<file path="src/rtl/grass_sway_sched_pkg.sv">
// Shared video package for the grass background path.
// Holds the sway state encoding, the visible raster size and the default
// sway limits, so the renderer and the scheduler agree on the offset range.
package grass_sway_sched_pkg;

    typedef enum logic [1:0] {
        RISE     = 2'd0,
        DWELL_HI = 2'd1,
        FALL     = 2'd2,
        DWELL_LO = 2'd3
    } sway_state_e;

    localparam int H_VISIBLE = 640;
    localparam int V_VISIBLE = 480;

    localparam int MVMT_W_DEF       = 6;
    localparam int MVMT_MIN_DEF     = 1;
    localparam int MVMT_MAX_DEF     = 32;
    localparam int GUST_MAX_DEF     = 40;
    localparam int DWELL_FRAMES_DEF = 4;
    localparam int GUST_FRAMES_DEF  = 60;
    localparam int DIV_W_DEF        = 4;

    // Dwell counter load value; a dwell of zero frames still holds for one step.
    function automatic int dwell_load(input int frames);
        return (frames < 1) ? 0 : frames - 1;
    endfunction

endpackage

</file>
<file path="src/rtl/grass_sway_sched_if.sv">
// Control/result bundle between the frame timing side and the sway scheduler.
//   frame_start : one-cycle pulse at the first pixel of each frame
//   enable      : 1 = animate, 0 = freeze
//   speed_div   : frames per step minus one
//   gust_req    : single-cycle gust request
//   mvmt        : sway offset to the renderer
//   mvmt_dir    : 1 = rising, 0 = falling or dwelling low
//   gust_active : gust window in progress
//   step_pulse  : one-cycle pulse after each step
// master = the side driving frame timing/control, slave = the scheduler.
interface grass_sway_sched_if import grass_sway_sched_pkg::*; #(
    parameter int MVMT_W = MVMT_W_DEF,
    parameter int DIV_W  = DIV_W_DEF
) ();

    logic              frame_start;
    logic              enable;
    logic [DIV_W-1:0]  speed_div;
    logic              gust_req;
    logic [MVMT_W-1:0] mvmt;
    logic              mvmt_dir;
    logic              gust_active;
    logic              step_pulse;

    modport master (
        output frame_start, enable, speed_div, gust_req,
        input  mvmt, mvmt_dir, gust_active, step_pulse
    );

    modport slave (
        input  frame_start, enable, speed_div, gust_req,
        output mvmt, mvmt_dir, gust_active, step_pulse
    );

endinterface

</file>
<file path="src/rtl/grass_sway_sched_frame_div.sv">
// Frame divider: counts enabled frames and raises step_o on the frame that
// completes a period of div_i+1 frames. Reused by other animated backgrounds.
//   clk_i  : clock
//   rst_i  : synchronous active-high reset
//   tick_i : enabled frame boundary
//   div_i  : frames per step minus one
//   step_o : combinational step strobe, valid in the tick_i cycle
module sway_frame_div #(
    parameter int DIV_W = 4
) (
    input  logic             clk_i,
    input  logic             rst_i,
    input  logic             tick_i,
    input  logic [DIV_W-1:0] div_i,
    output logic             step_o
);

    logic [DIV_W-1:0] frame_cnt_q, frame_cnt_d;

    // ">=" rather than "==": lowering div_i mid-count steps at once instead
    // of running the counter around through its full range.
    always_comb begin
        frame_cnt_d = frame_cnt_q;
        step_o      = 1'b0;
        if (tick_i) begin
            if (frame_cnt_q >= div_i) begin
                frame_cnt_d = '0;
                step_o      = 1'b1;
            end else begin
                frame_cnt_d = frame_cnt_q + 1'b1;
            end
        end
    end

    always_ff @(posedge clk_i) begin
        if (rst_i) begin
            frame_cnt_q <= '0;
        end else begin
            frame_cnt_q <= frame_cnt_d;
        end
    end

endmodule

</file>
<file path="src/rtl/grass_sway_sched.sv">
// Frame-synchronous sway scheduler for the grass renderer. Steps the sway
// offset up and down between its turn-around points at a programmable frame
// rate, dwells at each end, and widens the upper limit during a gust.
// Every output changes only on frame boundaries so a frame is never torn.
//   clk_i   : clock
//   rst_i   : synchronous active-high reset
//   sway_if : control inputs and sway outputs (slave side)
//
// state    | meaning
// RISE     | mvmt climbs by one per step towards hi_lim
// DWELL_HI | mvmt held at the upper turn-around
// FALL     | mvmt drops by one per step towards MVMT_MIN
// DWELL_LO | mvmt held at MVMT_MIN, direction still reported as falling
module grass_sway_sched import grass_sway_sched_pkg::*; #(
    parameter int MVMT_W       = MVMT_W_DEF,
    parameter int MVMT_MIN     = MVMT_MIN_DEF,
    parameter int MVMT_MAX     = MVMT_MAX_DEF,
    parameter int GUST_MAX     = GUST_MAX_DEF,
    parameter int DWELL_FRAMES = DWELL_FRAMES_DEF,
    parameter int GUST_FRAMES  = GUST_FRAMES_DEF,
    parameter int DIV_W        = DIV_W_DEF
) (
    input  logic               clk_i,
    input  logic               rst_i,
    grass_sway_sched_if.slave  sway_if
);

    // One spare bit so mvmt+1 / mvmt-1 never wrap.
    localparam int AW    = MVMT_W + 1;
    localparam int DWL_W = (DWELL_FRAMES > 1) ? $clog2(DWELL_FRAMES) : 1;
    localparam int GST_W = (GUST_FRAMES > 1) ? $clog2(GUST_FRAMES) : 1;

    localparam logic [AW-1:0]    MIN_V      = AW'(MVMT_MIN);
    localparam logic [AW-1:0]    MAX_V      = AW'(MVMT_MAX);
    localparam logic [AW-1:0]    GUST_V     = AW'(GUST_MAX);
    localparam logic [DWL_W-1:0] DWELL_LOAD = DWL_W'(dwell_load(DWELL_FRAMES));
    localparam logic [GST_W-1:0] GUST_LOAD  = GST_W'((GUST_FRAMES > 0) ? GUST_FRAMES - 1 : 0);

    sway_state_e       state_q, state_d;
    logic [MVMT_W-1:0] mvmt_q, mvmt_d;
    logic              dir_q, dir_d;
    logic [DWL_W-1:0]  dwell_q, dwell_d;
    logic [GST_W-1:0]  gust_cnt_q, gust_cnt_d;
    logic              gust_active_q, gust_active_d;
    logic              gust_pend_q, gust_pend_d;
    logic              step_pulse_q, step_pulse_d;

    logic          tick;
    logic          take_gust;
    logic          step;
    logic [AW-1:0] hi_lim;
    logic [AW-1:0] mvmt_ext;
    logic [AW-1:0] mvmt_inc;
    logic [AW-1:0] mvmt_dec;
    logic          over_normal;

    assign tick      = sway_if.frame_start & sway_if.enable;
    // A request arriving with the frame boundary is taken in that same cycle.
    assign take_gust = tick & (gust_pend_q | sway_if.gust_req);

    sway_frame_div #(.DIV_W(DIV_W)) u_frame_div (
        .clk_i  (clk_i),
        .rst_i  (rst_i),
        .tick_i (tick),
        .div_i  (sway_if.speed_div),
        .step_o (step)
    );

    assign hi_lim      = gust_active_q ? GUST_V : MAX_V;
    assign mvmt_ext    = {1'b0, mvmt_q};
    assign mvmt_inc    = mvmt_ext + 1'b1;
    assign mvmt_dec    = mvmt_ext - 1'b1;
    // Gust over while still above the normal range: turn round now rather
    // than clamping mvmt down to MVMT_MAX in one jump.
    assign over_normal = !gust_active_q && (mvmt_ext > MAX_V);

    always_comb begin
        state_d       = state_q;
        mvmt_d        = mvmt_q;
        dir_d         = dir_q;
        dwell_d       = dwell_q;
        gust_cnt_d    = gust_cnt_q;
        gust_active_d = gust_active_q;
        gust_pend_d   = gust_pend_q;
        step_pulse_d  = 1'b0;

        if (take_gust) begin
            gust_pend_d   = 1'b0;
            gust_cnt_d    = GUST_LOAD;
            gust_active_d = 1'b1;
        end else begin
            if (sway_if.gust_req) begin
                gust_pend_d = 1'b1;
            end
            if (tick && gust_active_q) begin
                if (gust_cnt_q == '0) begin
                    gust_active_d = 1'b0;
                end else begin
                    gust_cnt_d = gust_cnt_q - 1'b1;
                end
            end
        end

        if (step) begin
            step_pulse_d = 1'b1;
            case (state_q)
                RISE: begin
                    if (over_normal) begin
                        state_d = FALL;
                        dir_d   = 1'b0;
                    end else if (mvmt_inc >= hi_lim) begin
                        mvmt_d  = hi_lim[MVMT_W-1:0];
                        dwell_d = DWELL_LOAD;
                        state_d = DWELL_HI;
                        dir_d   = 1'b1;
                    end else begin
                        mvmt_d = mvmt_inc[MVMT_W-1:0];
                        dir_d  = 1'b1;
                    end
                end
                DWELL_HI: begin
                    if (over_normal || dwell_q == '0) begin
                        state_d = FALL;
                        dir_d   = 1'b0;
                    end else begin
                        dwell_d = dwell_q - 1'b1;
                    end
                end
                FALL: begin
                    dir_d = 1'b0;
                    if (mvmt_dec <= MIN_V) begin
                        mvmt_d  = MIN_V[MVMT_W-1:0];
                        dwell_d = DWELL_LOAD;
                        state_d = DWELL_LO;
                    end else begin
                        mvmt_d = mvmt_dec[MVMT_W-1:0];
                    end
                end
                DWELL_LO: begin
                    if (dwell_q == '0) begin
                        state_d = RISE;
                        dir_d   = 1'b1;
                    end else begin
                        dwell_d = dwell_q - 1'b1;
                    end
                end
                default: begin
                    state_d = RISE;
                end
            endcase
        end
    end

    always_ff @(posedge clk_i) begin
        if (rst_i) begin
            state_q       <= RISE;
            mvmt_q        <= MIN_V[MVMT_W-1:0];
            dir_q         <= 1'b1;
            dwell_q       <= '0;
            gust_cnt_q    <= '0;
            gust_active_q <= 1'b0;
            gust_pend_q   <= 1'b0;
            step_pulse_q  <= 1'b0;
        end else begin
            state_q       <= state_d;
            mvmt_q        <= mvmt_d;
            dir_q         <= dir_d;
            dwell_q       <= dwell_d;
            gust_cnt_q    <= gust_cnt_d;
            gust_active_q <= gust_active_d;
            gust_pend_q   <= gust_pend_d;
            step_pulse_q  <= step_pulse_d;
        end
    end

    assign sway_if.mvmt        = mvmt_q;
    assign sway_if.mvmt_dir    = dir_q;
    assign sway_if.gust_active = gust_active_q;
    assign sway_if.step_pulse  = step_pulse_q;

endmodule

</file>
<file path="src/flat_wrapper.sv">
// flat-port wrapper written by rule: the top's interface ports become plain ports
module grass_sway_sched_flat import grass_sway_sched_pkg::*;
#(
    parameter int MVMT_W       = MVMT_W_DEF,
    parameter int MVMT_MIN     = MVMT_MIN_DEF,
    parameter int MVMT_MAX     = MVMT_MAX_DEF,
    parameter int GUST_MAX     = GUST_MAX_DEF,
    parameter int DWELL_FRAMES = DWELL_FRAMES_DEF,
    parameter int GUST_FRAMES  = GUST_FRAMES_DEF,
    parameter int DIV_W        = DIV_W_DEF
)
  (clk_i, rst_i, sway_if_frame_start, sway_if_enable, sway_if_speed_div, sway_if_gust_req, sway_if_mvmt, sway_if_mvmt_dir, sway_if_gust_active, sway_if_step_pulse);
  grass_sway_sched_if #(.MVMT_W(MVMT_W), .DIV_W(DIV_W)) sway_if_i ();
  input  logic clk_i;
  input  logic rst_i;
  input wire logic [$bits(sway_if_i.frame_start)-1:0] sway_if_frame_start;
  input wire logic [$bits(sway_if_i.enable)-1:0] sway_if_enable;
  input wire logic [$bits(sway_if_i.speed_div)-1:0] sway_if_speed_div;
  input wire logic [$bits(sway_if_i.gust_req)-1:0] sway_if_gust_req;
  output wire logic [$bits(sway_if_i.mvmt)-1:0] sway_if_mvmt;
  output wire logic [$bits(sway_if_i.mvmt_dir)-1:0] sway_if_mvmt_dir;
  output wire logic [$bits(sway_if_i.gust_active)-1:0] sway_if_gust_active;
  output wire logic [$bits(sway_if_i.step_pulse)-1:0] sway_if_step_pulse;
  assign sway_if_i.frame_start = sway_if_frame_start;
  assign sway_if_i.enable = sway_if_enable;
  assign sway_if_i.speed_div = sway_if_speed_div;
  assign sway_if_i.gust_req = sway_if_gust_req;
  assign sway_if_mvmt = sway_if_i.mvmt;
  assign sway_if_mvmt_dir = sway_if_i.mvmt_dir;
  assign sway_if_gust_active = sway_if_i.gust_active;
  assign sway_if_step_pulse = sway_if_i.step_pulse;
  grass_sway_sched #(.MVMT_W(MVMT_W), .MVMT_MIN(MVMT_MIN), .MVMT_MAX(MVMT_MAX), .GUST_MAX(GUST_MAX), .DWELL_FRAMES(DWELL_FRAMES), .GUST_FRAMES(GUST_FRAMES), .DIV_W(DIV_W)) u_core (.clk_i(clk_i), .rst_i(rst_i), .sway_if(sway_if_i));
endmodule
</file>
<file path="config.mk">
export PLATFORM = sky130hd
export DESIGN_NAME = grass_sway_sched_flat
export DESIGN_NICKNAME = d
export VERILOG_FILES = /design/src/rtl/grass_sway_sched_pkg.sv /design/src/rtl/grass_sway_sched_if.sv /design/src/rtl/grass_sway_sched_frame_div.sv /design/src/rtl/grass_sway_sched.sv /design/src/flat_wrapper.sv
export SDC_FILE = /design/constraint.sdc
export NUM_CORES = 1
export LEC_CHECK = 0
export ABC_CLOCK_PERIOD_IN_PS = 6500
export CORE_ASPECT_RATIO = 1.25
export CORE_MARGIN = 1
export CORE_UTILIZATION = 40
export CTS_CLUSTER_SIZE = 10
export DETAILED_ROUTE_END_ITERATION = 10
export GPL_ROUTABILITY_DRIVEN = 0
export MAX_ROUTING_LAYER = met4
export SLEW_MARGIN = 20
export SYNTH_ARGS = -nofsm -noshare
export SYNTH_HDL_FRONTEND = slang
export SYNTH_SLANG_ARGS = --single-unit
</file>
<file path="constraint.sdc">
create_clock -name clk_i -period 6.5 [get_ports clk_i]
set_input_delay 1.3 -clock clk_i [delete_from_list [all_inputs] [get_ports clk_i]]
set_output_delay 1.3 -clock clk_i [all_outputs]
set_load 0.01 [all_outputs]
</file>
## Yosys cells after proc, flatten, opt, wreduce, memory -nomap -nowiden

Index checks and enable logic that the tools add are counted.

- Register bits after elaboration: 24
- Output and inout bits: 9

- Reductions and logical operators: 18
- Equality and inequality tests: 12
- Bitwise logic cells: 4
- $add $sub $neg: 5
- Multiplexer cells: 30
- Magnitude comparators: 4

Operators by type and width:

| operator | count |
|---|---|
| 6-bit two-way mux | 6 |
| 2-bit two-way mux | 9 |
| 2-bit one-hot mux with 4 select lines | 2 |
| 6-bit one-hot mux with 2 select lines | 1 |
| 2-bit by 1-bit inequality test with 1-bit output, second input constant | 5 |
| 1-bit two-way mux | 9 |
| 4-bit two-way mux | 2 |
| 6-bit by 1-bit adder with 7-bit output, second input constant | 1 |
| 7-bit >= comparator | 1 |
| 7-bit by 1-bit <= comparator with 1-bit output, second input constant | 1 |
| 6-bit by 1-bit subtractor with 7-bit output, second input constant | 1 |
| 6-bit greater-than comparator, second input constant | 1 |
| 6-bit logical NOT | 1 |
| 2-bit inequality test, second input constant | 3 |
| 2-bit AND reduction | 3 |
| 3-bit AND reduction | 2 |
| 6-bit AND reduction | 1 |
| 2-bit nonzero test | 3 |
| 6-bit by 1-bit subtractor with 6-bit output, second input constant | 1 |
| 5-bit AND reduction | 1 |
| 4-bit by 1-bit adder with 4-bit output, second input constant | 1 |
| 2-bit equality test, second input constant | 2 |
| 4-bit >= comparator | 1 |
| 2-bit logical NOT | 2 |
| 11 further kinds | 13 |

## Depth between registers and ports, before layout

Gate-level depths: netlist (run 1).

- Depth after elaboration: 5
- Gate-level depth with buffers: 10

## Modules after synthesis

From an unflattened synthesis (run 1), not the netlist that was laid out.

- Cell total of the unflattened synthesis: 204
- Area, all modules: 1745.4 um^2

By module, submodules not included:

| module | instances | area an instance (um^2) | cells each |
|---|---|---|---|
| grass_sway_sched | 1 | 1421.4 | 169 |
| sway_frame_div | 1 | 324.1 | 35 |

## Least setup slack after synthesis (run 1)

OpenSTA, ideal clock, no wires.

- Path kind: input -> register
- Start: in sway_if_speed_div[3]
- End: reg u_core.mvmt_q[3], in the netlist u_core.sway_if.mvmt[3]
- Stages on the path: 9
- Required time: 6.385 ns
- Setup time: 0.115 ns
- Data arrival time: 2.774 ns
- Path buffers: 1
- Slack: 3.611 ns
- Cell sequence: inv_1 ha_1 o21a_1 o21ai_0 a21oi_1 buf_2 o211ai_1 a211o_1 o21a_1

- Longest elaborated chain between the ends: 4

Ends and longest elaborated chain:

| item | RTL line | text |
|---|---|---|
| from (decl) | flat_wrapper.sv:18 | `input wire logic [$bits(sway_if_i.speed_div)-1:0] sway_if_speed_div;` |
| 4-bit >= comparator | grass_sway_sched_frame_div.sv:26 | `if (frame_cnt_q >= div_i) begin` |
| 1-bit two-way mux | grass_sway_sched_frame_div.sv:26 |  |
| 1-bit two-way mux | grass_sway_sched_frame_div.sv:25 | `if (tick_i) begin` |
| 3-bit AND reduction (no line) | -- |  |
| to (signal assigned) | grass_sway_sched.sv:157 | `mvmt_q <= MIN_V[MVMT_W-1:0];` |
| to (signal assigned) | grass_sway_sched.sv:166 | `mvmt_q <= mvmt_d;` |
| to (decl) | grass_sway_sched.sv:40 | `logic [MVMT_W-1:0] mvmt_q, mvmt_d;` |

No other way between the ends.
A chain may end at the register's enable or synchronous reset.

## Worst setup path after layout (run 1)

- Start: in sway_if_speed_div[2]
- End: reg u_core.mvmt_q[3], in the netlist u_core.sway_if.mvmt[3]

Same word-level chain as after synthesis.

==> flow_summary_export.csv, run 1 <==
group,metric,value,unit
placement,portBuffers,17,
synthesis,syn_area,1630,sq um
timing,finalCritPeriodShare,56.9,%
synthesis,async_flop_share,0,%
clock_tree,postCtsSetupRepairBufs,0,
floorplan,dieArea,4350,sq um
cells_and_area,final_layout_size_suffix_gt1_share,4.76,%
clock_tree,ctsHoldBuffers,0,
route,wl_per_cell,13.3,um
floorplan,core-area,3850,sq um
route,finalWirelength,3.52,mm
status,status,"finished clean",
synthesis,yosysUniqueCellTypes,45,
timing,worst_pin_slew,0.745,ns
setup_path,worstPathMaxFanout,11,
clock_tree,clock-root-buffer,"clkbuf_8",
timing,final_hold_viol_count,0,
cells_and_area,final_cell_mix,"dfxtp_1, inv_1, ha_1, clkdlybuf4s50_1, o21ai_0",
synthesis,syn_avg_cell_area,8.25,sq um
floorplan,chipWidth,59.2,um
clock_tree,numCtsBuffers,3,
synthesis,ys_seq_area_share,29.4,%
route,first_pass_iters,4,
setup_path,criticalPathCategory,"primary input to register",
cells_and_area,utilization,48.6,%
timing,rsz0062_at_grt,"false",
floorplan,num_rows,25,
route,vias,1465,
clock_tree,cts-resized-gates,0,
timing,period_needed,3.70,ns
synthesis,syn-instance-count,198,
synthesis,synth-edff-count,0,
grt,grt_remaining_overflow,0,
power,power.density,151,nW/um^2
timing,slew_headroom,50.2,%
floorplan,start_util,42.5,%
synthesis,synth-seq-cells,24,
hold_path,min_path_type,"register to register",
setup_path,critPathLaunchType,"primary input",
timing,setup_violations,0,
timing,drv_slew,0,
route,drcViolationCount,0,
timing,skew,0.00123,ns
route,vias_per_cell,5.55,
clock_tree,path_clk_slew,0.08,ns
synthesis,ys_warn_count,0,
setup_path,cp.required,6.66,ns
timing,tns,0,ns
timing,fmax,270,MHz
setup_path,worstSetupEndpointType,"register",
route,ant_nets,0,
placement,dp_hpwl,2.66,mm
grt,antenna_found_initial,0,
clock_tree,numClockSinks,24,
power,leakage,0.716,nW
clock_tree,clk_path_buf_depth,2,
grt,grt_start_max_net_pins,21,
cells_and_area,syn_to_final_growth,14.4,%
synthesis,synth_nets,224,
synthesis,synth_ff_type,"dfxtp_1",
power,irDropWorstVdd,0.0000537,V
cells_and_area,diodes,0,
run,drv_cap,0,
cells_and_area,fill_cells,380,
floorplan,die_h,73.5,um
grt,grt_pass1_vias,1418,
clock_tree,clock_latency,0.26,ns
floorplan,pin_count,18,
cells_and_area,nets,238,
grt,grt_pass1_wl,6.16,mm
grt,gr-usage-all-layers,19.0,%
cells_and_area,final_common_cell,"dfxtp_1",
clock_tree,htreeDepth,1,
setup_path,arrival,3.86,ns
route,drt_first_iter_violations,57,
clock_tree,cts_tree,"yes",
[final timing paths]
check	slack, ns	from	cells past startpoint	to
worst max-delay path	2.80	sway_if_speed_div[2]	9	u_core.sway_if.mvmt[3]
worst min register to register	0.49	u_core.sway_if.mvmt_dir	2	u_core.sway_if.mvmt_dir
worst min-delay path	0.49	u_core.sway_if.mvmt_dir	2	u_core.sway_if.mvmt_dir
worst max register to register	3.75	u_core.sway_if.mvmt[2]	9	u_core.state_q[0]
[synthesized netlist by cell type (4+ instances only)]
library cell	n	area share, %
nand2_1	15	3.4
o21ai_0	16	4.9
a21oi_1	11	3.4
ha_1	17	13
dfxtp_1	24	29
xor2_1	4	2.1
nor2_1	8	1.8
xnor2_1	7	3.8
nor3_1	15	4.6
inv_1	19	4.4
clkbuf_1	4	0.92
[state kept, by name, summed over array words and instances (netlist names)]
name	count
u_core.sway_if.mvmt_dir	1
u_core.dwell_q	2
u_core.gust_pend_q	1
u_core.sway_if.gust_active	1
u_core.state_q	2
u_core.u_frame_div.frame_cnt_q	4
u_core.gust_cnt_q	6
u_core.sway_if.step_pulse	1
u_core.sway_if.mvmt	6
[report_power, final]
| group | internal [mW] | switching (mW) |
|---|---|---|
| clock | 0.0414 | 0.0450 |
| sequential | 0.152 | 0.00577 |
| combinational | 0.0186 | 0.0187 |
| total | 0.212 | 0.0695 |
[area by class of cell]
type / count / area [sq um] / area share [%]
Multi-Input combinational cell: 147 / 1040 / 55.6
Sequential cell: 24 / 480 / 25.7
Timing Repair Buffer: 17 / 170 / 9.10
Inverter: 19 / 71.3 / 3.82
Tap cell: 54 / 67.6 / 3.61
Clock buffer: 3 / 41.3 / 2.21
[layer usage]
metal	GRT usage, %	vias up	part of all wire, %
met5	-	-	0
met4	7.14	0	1.4
li1	-	737	-
met1	22.4	696	46
met3	1.58	4	3.0
met2	33.2	28	49
[worst max-delay path, cell delays in order]
cell and delay [ns]:
clkdlybuf4s50_1 0.45, inv_1 0.04, ha_1 0.27, o21a_1 0.10, o21ai_0 0.07, a21oi_1 0.58, o211ai_1 0.48, a211o_1 0.39
o21a_1 0.18
[cells by family after synthesis]
family / after synthesis / synth area share, %
buffers and inverters: 27 / 7.04
AO/OA/AOI/OAI: 55 / 23.1
AND/OR/NAND/NOR: 61 / 19.7
adder cells (fa/ha/maj): 17 / 13.0
flip-flops: 24 / 29.4
multiplexers: 3 / 1.84
XOR/XNOR: 11 / 5.90
[metrics by stage]
stage | std cells | setup slack, ns | power, mW | instance area (sq um) | hold slack [ns]
after floorplan | 198 | 3.61 | 0.185 | 1630 | 0.469
after global placement | 261 | 2.64 | 0.197 | 1830 | 0.476
after detailed placement | 261 | 2.50 | 0.199 | 1830 | 0.480
after CTS | 264 | 2.79 | 0.287 | 1870 | 0.497
after global routing | 264 | 2.57 | 0.298 | 1870 | 0.508
final | 264 | 2.80 | 0.282 | 1870 | 0.492
No activity file was read; power rests on OpenSTA's default activity.
==> run 2: changes to the inputs <==
--- a/config.mk
+++ b/config.mk
@@ -5,7 +5,7 @@
 export SDC_FILE = /design/constraint.sdc
 export NUM_CORES = 1
 export LEC_CHECK = 0
-export ABC_CLOCK_PERIOD_IN_PS = 6500
+export ABC_CLOCK_PERIOD_IN_PS = 3680
 export CORE_ASPECT_RATIO = 1.25
 export CORE_MARGIN = 1
 export CORE_UTILIZATION = 40
==> constraint.sdc (replaced) <==
create_clock -name clk_i -period 3.68 [get_ports clk_i]
set_input_delay 0.736 -clock clk_i [delete_from_list [all_inputs] [get_ports clk_i]]
set_output_delay 0.736 -clock clk_i [all_outputs]
set_load 0.01 [all_outputs]
==> flow_summary_export.csv, run 2 (same netlist as run 1, synthesis figures left out) <==
group,metric,value,unit
status,status,"finished clean",
cells_and_area,regArea,480,sq um
setup_path,worstSetupEndpointType,"register",
run,drv_cap,0,
grt,gr-usage-all-layers,20.0,%
setup_path,critPathLaunchType,"register",
clock_tree,clock_latency,0.27,ns
timing,fin_hold_ws,0.498,ns
route,finalWirelength,3.84,mm
floorplan,num_rows,25,
setup_path,cp.required,3.85,ns
floorplan,die_h,73.5,um
clock_tree,cts-resized-gates,0,
setup_path,r2r-start,"u_core.sway_if.mvmt[2]",
hold_path,holdCritStartpoint,"u_core.sway_if.mvmt_dir",
floorplan,pin_count,18,
route,ant_nets,0,
cells_and_area,syn_to_final_growth,14.9,%
route,drcViolationCount,0,
floorplan,core-area,3850,sq um
timing,slew_headroom,47.2,%
power,power.density,269,nW/um^2
timing,worst_pin_slew,0.789,ns
clock_tree,numClockSinks,24,
setup_path,arrival,2.94,ns
hold_path,min_path_type,"register to register",
grt,grt_pass1_vias,1408,
timing,period_needed,2.78,ns
setup_path,r2r_slack,0.90,ns
power,switching_share,25.8,%
grt,grt_pass1_wl,6.45,mm
power,comb_power_share,13.3,%
route,drt_first_iter_violations,59,
power,internal-power,0.375,mW
clock_tree,postCtsSetupRepairBufs,0,
power,irDropWorstVdd,0.000103,V
timing,final_hold_viol_count,0,
floorplan,chipWidth,59.2,um
clock_tree,path_clk_slew,0.09,ns
cells_and_area,diodes,0,
route,first_pass_iters,4,
setup_path,criticalPathCategory,"register to register",
grt,grt_start_max_net_pins,21,
floorplan,start_util,42.5,%
placement,portBuffers,17,
timing,drv_slew,0,
timing,tns,0,ns
timing,fmax,360,MHz
placement,dp_hpwl,2.85,mm
clock_tree,htreeDepth,1,
cells_and_area,final_layout_size_suffix_gt1_share,5.21,%
power,leakage,0.721,nW
timing,finalCritPeriodShare,75.5,%
clock_tree,ctsHoldBuffers,0,
clock_tree,clock-root-buffer,"clkbuf_8",
power,p_sw,0.130,mW
grt,grt_remaining_overflow,0,
cells_and_area,fill_cells,397,
grt,antenna_found_initial,0,
cells_and_area,nets,239,
setup_path,reg2reg_depth,9,
setup_path,r2r-end,"u_core.state_q[1]",
clock_tree,numCtsBuffers,3,
clock_tree,cts_tree,"yes",
cells_and_area,multi_input_area,1040,sq um
route,vias,1461,
timing,rsz0062_at_grt,"false",
cells_and_area,final_common_cell,"dfxtp_1",
route,wl_per_cell,14.5,um
route,vias_per_cell,5.51,
hold_path,hold_path_end,"u_core.sway_if.mvmt_dir",
power,seq_power_share,55.3,%
setup_path,worstPathMaxFanout,12,
timing,skew,0.00330,ns
timing,setup_violations,0,
hold_path,hold_path_depth,2,
cells_and_area,final_cell_mix,"dfxtp_1, inv_1, ha_1, clkdlybuf4s50_1, o21ai_0",
floorplan,dieArea,4350,sq um
clock_tree,clk_path_buf_depth,2,
power,pwr-share-clk,31.4,%
==> run 2: cell types whose count changed in the layout (fill, tap and decap cells not counted), sizes merged <==
cell  change
buf       +1
==> run 2: area by class of cell <==
class                      count  share of cell area (%)
multi-input combinational    147                    55.3
sequential                    24                    25.6
timing repair buffer          18                    9.47
inverter                      19                    3.80
tap                           54                    3.60
clock buffer                   3                    2.20
==> run 2: power groups by stage <==
stage          Sequential (mW)  Combinational [mW]  Clock (mW)
6_report                 0.280              0.0675       0.159
5_1_grt                  0.281              0.0759       0.178
4_1_cts                  0.280              0.0676       0.167
3_5_place_dp             0.286              0.0671           0
3_3_place_gp             0.285              0.0639           0
2_1_floorplan            0.284              0.0424           0
==> run 2: metrics by stage <==
step	setup WS [ns]	power, mW	area (sq um)	util (%)	instances
floorplan	1.26	0.326	1630	-	198
global placement	0.862	0.349	1840	47.7	262
detailed placement	0.778	0.353	1840	47.7	262
CTS	0.916	0.514	1880	48.8	265
global route	0.644	0.535	1880	48.8	265
finish	0.902	0.506	1880	48.8	265
==> run 2: how the worst max path moves through the flow <==
stage               cells after the start                     end  slack [ns]                   start
floorplan                              10       u_core.state_q[1]        1.26  u_core.sway_if.mvmt[2]
global placement                        9  u_core.sway_if.mvmt[1]        0.86    sway_if_speed_div[3]
detailed placement                     10       u_core.state_q[0]        0.78    sway_if_speed_div[3]
CTS                                     9       u_core.state_q[1]        0.92  u_core.sway_if.mvmt[2]
global route                            9       u_core.state_q[1]        0.64  u_core.sway_if.mvmt[2]
finish                                  9       u_core.state_q[1]        0.90  u_core.sway_if.mvmt[2]
==> run 2: worst max-delay path, stage by stage (launching register included) <==
cell      delay (ns)
dfxtp_1         0.58
nand3_1         0.15
xnor2_1         0.17
ha_1            0.30
o211a_1         0.14
o22ai_1         0.11
a211oi_4        0.45
nor3_1          0.16
or4_1           0.54
o31ai_1         0.09
==> run 2: routing by layer <==
| layer | global-route usage [%] | vias to the layer above | part of all wire (%) |
|---|---|---|---|
| li1 | - | 738 | - |
| met1 | 23.0 | 698 | 42 |
| met2 | 36.4 | 23 | 54 |
| met3 | 1.58 | 2 | 2.8 |
| met4 | 6.35 | 0 | 0.70 |
| met5 | - | - | 0 |
